**config.mk**
```make
export PLATFORM = sky130hd
export DESIGN_NAME = serial_adder
export DESIGN_NICKNAME = d
export VERILOG_FILES = /design/src/rtl/serial_adder.sv
export SDC_FILE = /design/constraint.sdc
export NUM_CORES = 1
export LEC_CHECK = 0
export CAP_MARGIN = 25
export CORE_AREA = 5 5 67 69
export CTS_CLUSTER_SIZE = 20
export DETAILED_ROUTE_END_ITERATION = 8
export DIE_AREA = 0 0 72 74
export PLACE_DENSITY_LB_ADDON = 0.08
export SYNTH_ARGS = -nofsm -noshare
export SYNTH_HDL_FRONTEND = slang
export SYNTH_SLANG_ARGS = --single-unit
export TNS_END_PERCENT = 100
```
**constraint.sdc**
```tcl
create_clock -name clk -period 2.1 [get_ports clk]
set_input_delay 0.42 -clock clk [delete_from_list [all_inputs] [get_ports clk]]
set_output_delay 0.42 -clock clk [all_outputs]
set_load 0.01 [all_outputs]
```
**src/rtl/serial_adder.sv**
```systemverilog
// Bit-serial two's-complement adder/subtractor: one full-adder cell, a registered
// carry and a start/busy/done handshake; one result every WIDTH+1 cycles.
module serial_adder #(
    parameter int unsigned WIDTH = 8
) (
    input  logic             clk,
    input  logic             rst,
    input  logic             start,
    input  logic             sub,
    input  logic [WIDTH-1:0] a,
    input  logic [WIDTH-1:0] b,
    output logic             busy,
    output logic             done,
    output logic [WIDTH-1:0] s,
    output logic             c,
    output logic             ovf
);

    localparam int unsigned CW = (WIDTH > 1) ? $clog2(WIDTH) : 1;

    typedef enum logic [1:0] {
        IDLE = 2'd0,
        RUN  = 2'd1,
        DONE = 2'd2
    } state_t;

    state_t           r_state;
    state_t           w_next;
    logic [WIDTH-1:0] r_opa;
    logic [WIDTH-1:0] r_opb;
    logic [WIDTH-1:0] r_acc;
    logic             r_carry;
    logic [CW-1:0]    r_cnt;
    logic             w_sum;
    logic             w_cout;
    logic             w_load;
    logic             w_last;

    // Next state plus the single full-adder cell working on the operand LSBs
    always_comb begin
        w_next = r_state;
        w_load = 1'b0;
        w_last = 1'b0;
        w_sum  = r_opa[0] ^ r_opb[0] ^ r_carry;
        w_cout = (r_opa[0] & r_opb[0]) | (r_opa[0] & r_carry) | (r_opb[0] & r_carry);
        case (r_state)
            IDLE: begin
                if (start) begin
                    w_load = 1'b1;
                    w_next = RUN;
                end
            end
            RUN: begin
                if (r_cnt == CW'(WIDTH - 1)) begin
                    w_last = 1'b1;
                    w_next = DONE;
                end
            end
            DONE: begin
                if (start) begin
                    w_load = 1'b1;
                    w_next = RUN;
                end else begin
                    w_next = IDLE;
                end
            end
            default: w_next = IDLE;
        endcase
    end

    // State, datapath and registered outputs; subtract is a + ~b + 1
    always_ff @(posedge clk) begin
        if (rst) begin
            r_state <= IDLE;
            r_opa   <= '0;
            r_opb   <= '0;
            r_acc   <= '0;
            r_carry <= 1'b0;
            r_cnt   <= '0;
            busy    <= 1'b0;
            done    <= 1'b0;
            s       <= '0;
            c       <= 1'b0;
            ovf     <= 1'b0;
        end else begin
            r_state <= w_next;
            busy    <= (w_next == RUN);
            done    <= (w_next == DONE);
            if (w_load) begin
                r_opa   <= a;
                r_opb   <= sub ? ~b : b;
                r_carry <= sub;
                r_cnt   <= '0;
            end else if (r_state == RUN) begin
                r_opa   <= r_opa >> 1;
                r_opb   <= r_opb >> 1;
                r_carry <= w_cout;
                r_acc   <= {w_sum, r_acc[WIDTH-1:1]};
                r_cnt   <= r_cnt + CW'(1);
                if (w_last) begin
                    s   <= {w_sum, r_acc[WIDTH-1:1]};
                    c   <= w_cout;
                    ovf <= r_carry ^ w_cout;
                end
            end
        end
    end

endmodule
```
==> out/metrics.cfg <==
[cts]
cts_buffers = 5
clkLatencyLatePin_ps = 290
root_buffer = clkbuf_8
ctsHoldBuffers = 0
postCtsSetupBuffers = 0
clock-sinks = 41
clock_path_buffers = 2
htree_levels = 2
tritoncts = done
ctsResizeCount = 0
clkTransAtPathRegs_ps = 70

[worst_setup_path]
crit_path_end_kind = primary output
max_stage_delay_ps = 540
worst_ep_required_time_ps = 1680
crit_chain = clkdlybuf4s50_1
crit_type = reg2out
rr_endpoint = ovf$_SDFFE_PP0P_
reg2reg_slack_ps = 620
crit_path_top_delay_cell = clkdlybuf4s50_1
rr_worst_depth = 5
cp-start-kind = flip-flop
path_delay_family = buffers and inverters
worstPathArrival_ps = 1150
crit_buf_inv = 1
crit_fanout = 2
rr_startpoint = r_cnt[0]$_SDFFE_PP0P_

[sta]
final-setup-viol-count = 0
hold_viol_final = 0
tightest_slew_ps = 479
finalCriticalPeriod_ps = 1570
slew_violations = 0
clock_skew_ps = 2.77
finalCritPeriodShare_pct = 74.8
max-slew-margin-rel_pct = 68.0
finalSetupTns_ps = 0
rsz0062_at_grt = no
fmax_mhz = 637
setup_slack_ps = 530

[finish]
antenna_cells = 0
n_fill_cell = 388
syn_to_final_growth_pct = 23.9
drive_above_1_share_pct = 6.48
design.final.nets = 238

[power_and_ir_drop]
total_leakage_power_nw = 0.737
p_clk_share_pct = 31.5
power_density_nw_per_um2 = 735
ir_drop_mv = 0.395
p_comb_share_pct = 13.6
intPower_mw = 1.14
p_sw_uw = 377
swShare_pct = 24.8
p_seq_share_pct = 54.9

[route]
wl_met3_um = 151
firstDrtPassIters = 4
wire_per_inst_um = 12.8
wl_met1_um = 1500
drt.antenna.violating_nets = 0
drc_errors = 0
drt-total-wl_um = 3410
vias = 1373
routed.top_layer = met4
dr_wl_met2_um = 1710
first_iter_violations = 98
drt-vias-per-instance = 5.16

[logic_synthesis]
ys_seq_area_share_pct = 49.1
ys.warnings.count = 0
yosysTopAreaCell = dfxtp_1
ys_types = 27
synth-edff-count = 0
syn-num-nets = 212
syn_area_um2 = 1670
yosys-top-cells-area = dfxtp_1, nand2_1, a21oi_1
synthDominantCellAreaShare_pct = 49.1
syn-instance-count = 189
synth_seq_cells = 41
ys.flop_type = dfxtp_1
syn_area_per_cell_um2 = 8.84
yosysMostFrequentCell = dfxtp_1
synthArstFlopShare_pct = 0
ys_top_cells_by_count = dfxtp_1, nand2_1, a21oi_1

[global_route]
grt_usage_pct = 14.0
grt_pass1_wl_um = 5900
antenna_found_initial = 0
grt_max_degree = 42
grt_overflow = 0
grt_pass1_vias = 1422

[floorplanning]
die_w_um = 72
die_y_um = 74
dieArea_um2 = 5330
rows = 23
core-area_um2 = 3860
initial_utilization_pct = 43.3
num_io_pins = 32

[placement]
dpl_worst_slack_ps = 360
port_buffers = 31
gp_congestion = 0.730
dpl.hpwl_um = 2330

[hold_path]
whs_path_depth = 2
whs_endpoint = s[4]$_SDFFE_PP0P_
hp-class = reg2reg
min_from = s[4]$_SDFFE_PP0P_

[run_status]
outcome = completed

[run]
max_cap_viol_count = 0

-- power by group through the flow --
stage | Clock [mW] | Combinational, mW | Sequential, mW
CTS | 0.501 | 0.208 | 0.835
global placement | 0 | 0.200 | 0.851
detailed placement | 0 | 0.206 | 0.853
finish | 0.480 | 0.207 | 0.835
global route | 0.532 | 0.230 | 0.839
floorplan | 0 | 0.144 | 0.849
-- flip-flops by register name (all words and copies together) (netlist names) --
| name | count |
|---|---|
| busy | 1 |
| c | 1 |
| done | 1 |
| ovf | 1 |
| r_acc | 7 |
| r_carry | 1 |
| r_cnt | 3 |
| r_opa | 8 |
| r_opb | 8 |
| r_state | 2 |
| s | 8 |
-- area by class of cell --
class	instances	area (µm²)	area share, %
multi-input cells	130	736	35.6
clock buffers	6	72.6	3.51
clock inverters	2	10.0	0.484
well taps	50	62.6	3.02
flip-flops and latches	41	821	39.7
repair buffers	37	368	17.8
-- stage by stage --
stage                     util, %  hold WS (ps)  area (µm²)  total power, mW  cells
after global routing         53.7           473        2070             1.60    266
after floorplan                 -           432        1670            0.993    189
after detailed placement     51.5           447        1990             1.06    258
after global placement       51.5           441        1990             1.05    258
final                        53.7           454        2070             1.52    266
after CTS                    53.7           458        2070             1.54    266
-- worst reg2reg max path, delay by kind of cell, from the launching register on --
kind	cells	cell delay [ps]
compound gates	1	210
fa+ha+maj	2	350
simple gates	2	470
flops	1	350
-- how the worst max path moves through the flow --
| stage | cells after the start | start | slack (ps) | endpoint |
|---|---|---|---|---|
| floorplan | 6 | r_cnt[0]$_SDFFE_PP0P_ | 790 | c$_SDFFE_PP0P_ |
| global placement | 4 | sub | 390 | r_opb[5]$_SDFFE_PP0P_ |
| detailed placement | 4 | sub | 360 | r_opb[5]$_SDFFE_PP0P_ |
| CTS | 1 | c$_SDFFE_PP0P_ | 510 | c |
| global route | 5 | r_cnt[0]$_SDFFE_PP0P_ | 430 | ovf$_SDFFE_PP0P_ |
| finish | 1 | s[4]$_SDFFE_PP0P_ | 530 | s[4] |
-- layer usage --
layer | vias to the layer above | global-route usage, %
met5 | - | 0
met4 | 0 | 5.01
met3 | 5 | 4.46
met2 | 22 | 25.3
met1 | 648 | 15.4
li1 | 698 | -
-- logic make-up (layout without fill, tap and decap cells) --
logic type               after synthesis  after routing  share of synthesized area (%)
AND/OR/NAND/NOR                       72             72                           19.6
AO/OA/AOI/OAI                         42             42                           14.8
flip-flops                            41             41                           49.1
buffers and inverters                 18             45                           6.82
XOR/XNOR                              10             10                           5.24
adder cells (fa/ha/maj)                3              3                           2.70
multiplexers                           3              3                           1.80
-- layout by cell type (no fill, tap or decap), drive strengths merged --
| master | count |
|---|---|
| nand2 | 35 |
| o21a | 1 |
| nand3 | 9 |
| and2b | 1 |
| nor2 | 6 |
| ha | 2 |
| clkbuf | 6 |
| xor2 | 8 |
| a211oi | 1 |
| nand3b | 1 |
| a311oi | 1 |
| mux2i | 3 |
| nor3 | 16 |
| o22ai | 6 |
| buf | 6 |
| and3b | 1 |
| clkdlybuf4s50 | 31 |
| a22oi | 8 |
| nand2b | 2 |
| a21oi | 25 |
| clkinv | 2 |
| fa | 1 |
| xnor2 | 2 |
| nor2b | 1 |
| dfxtp | 41 |
Power figures use the tool's default switching activity.
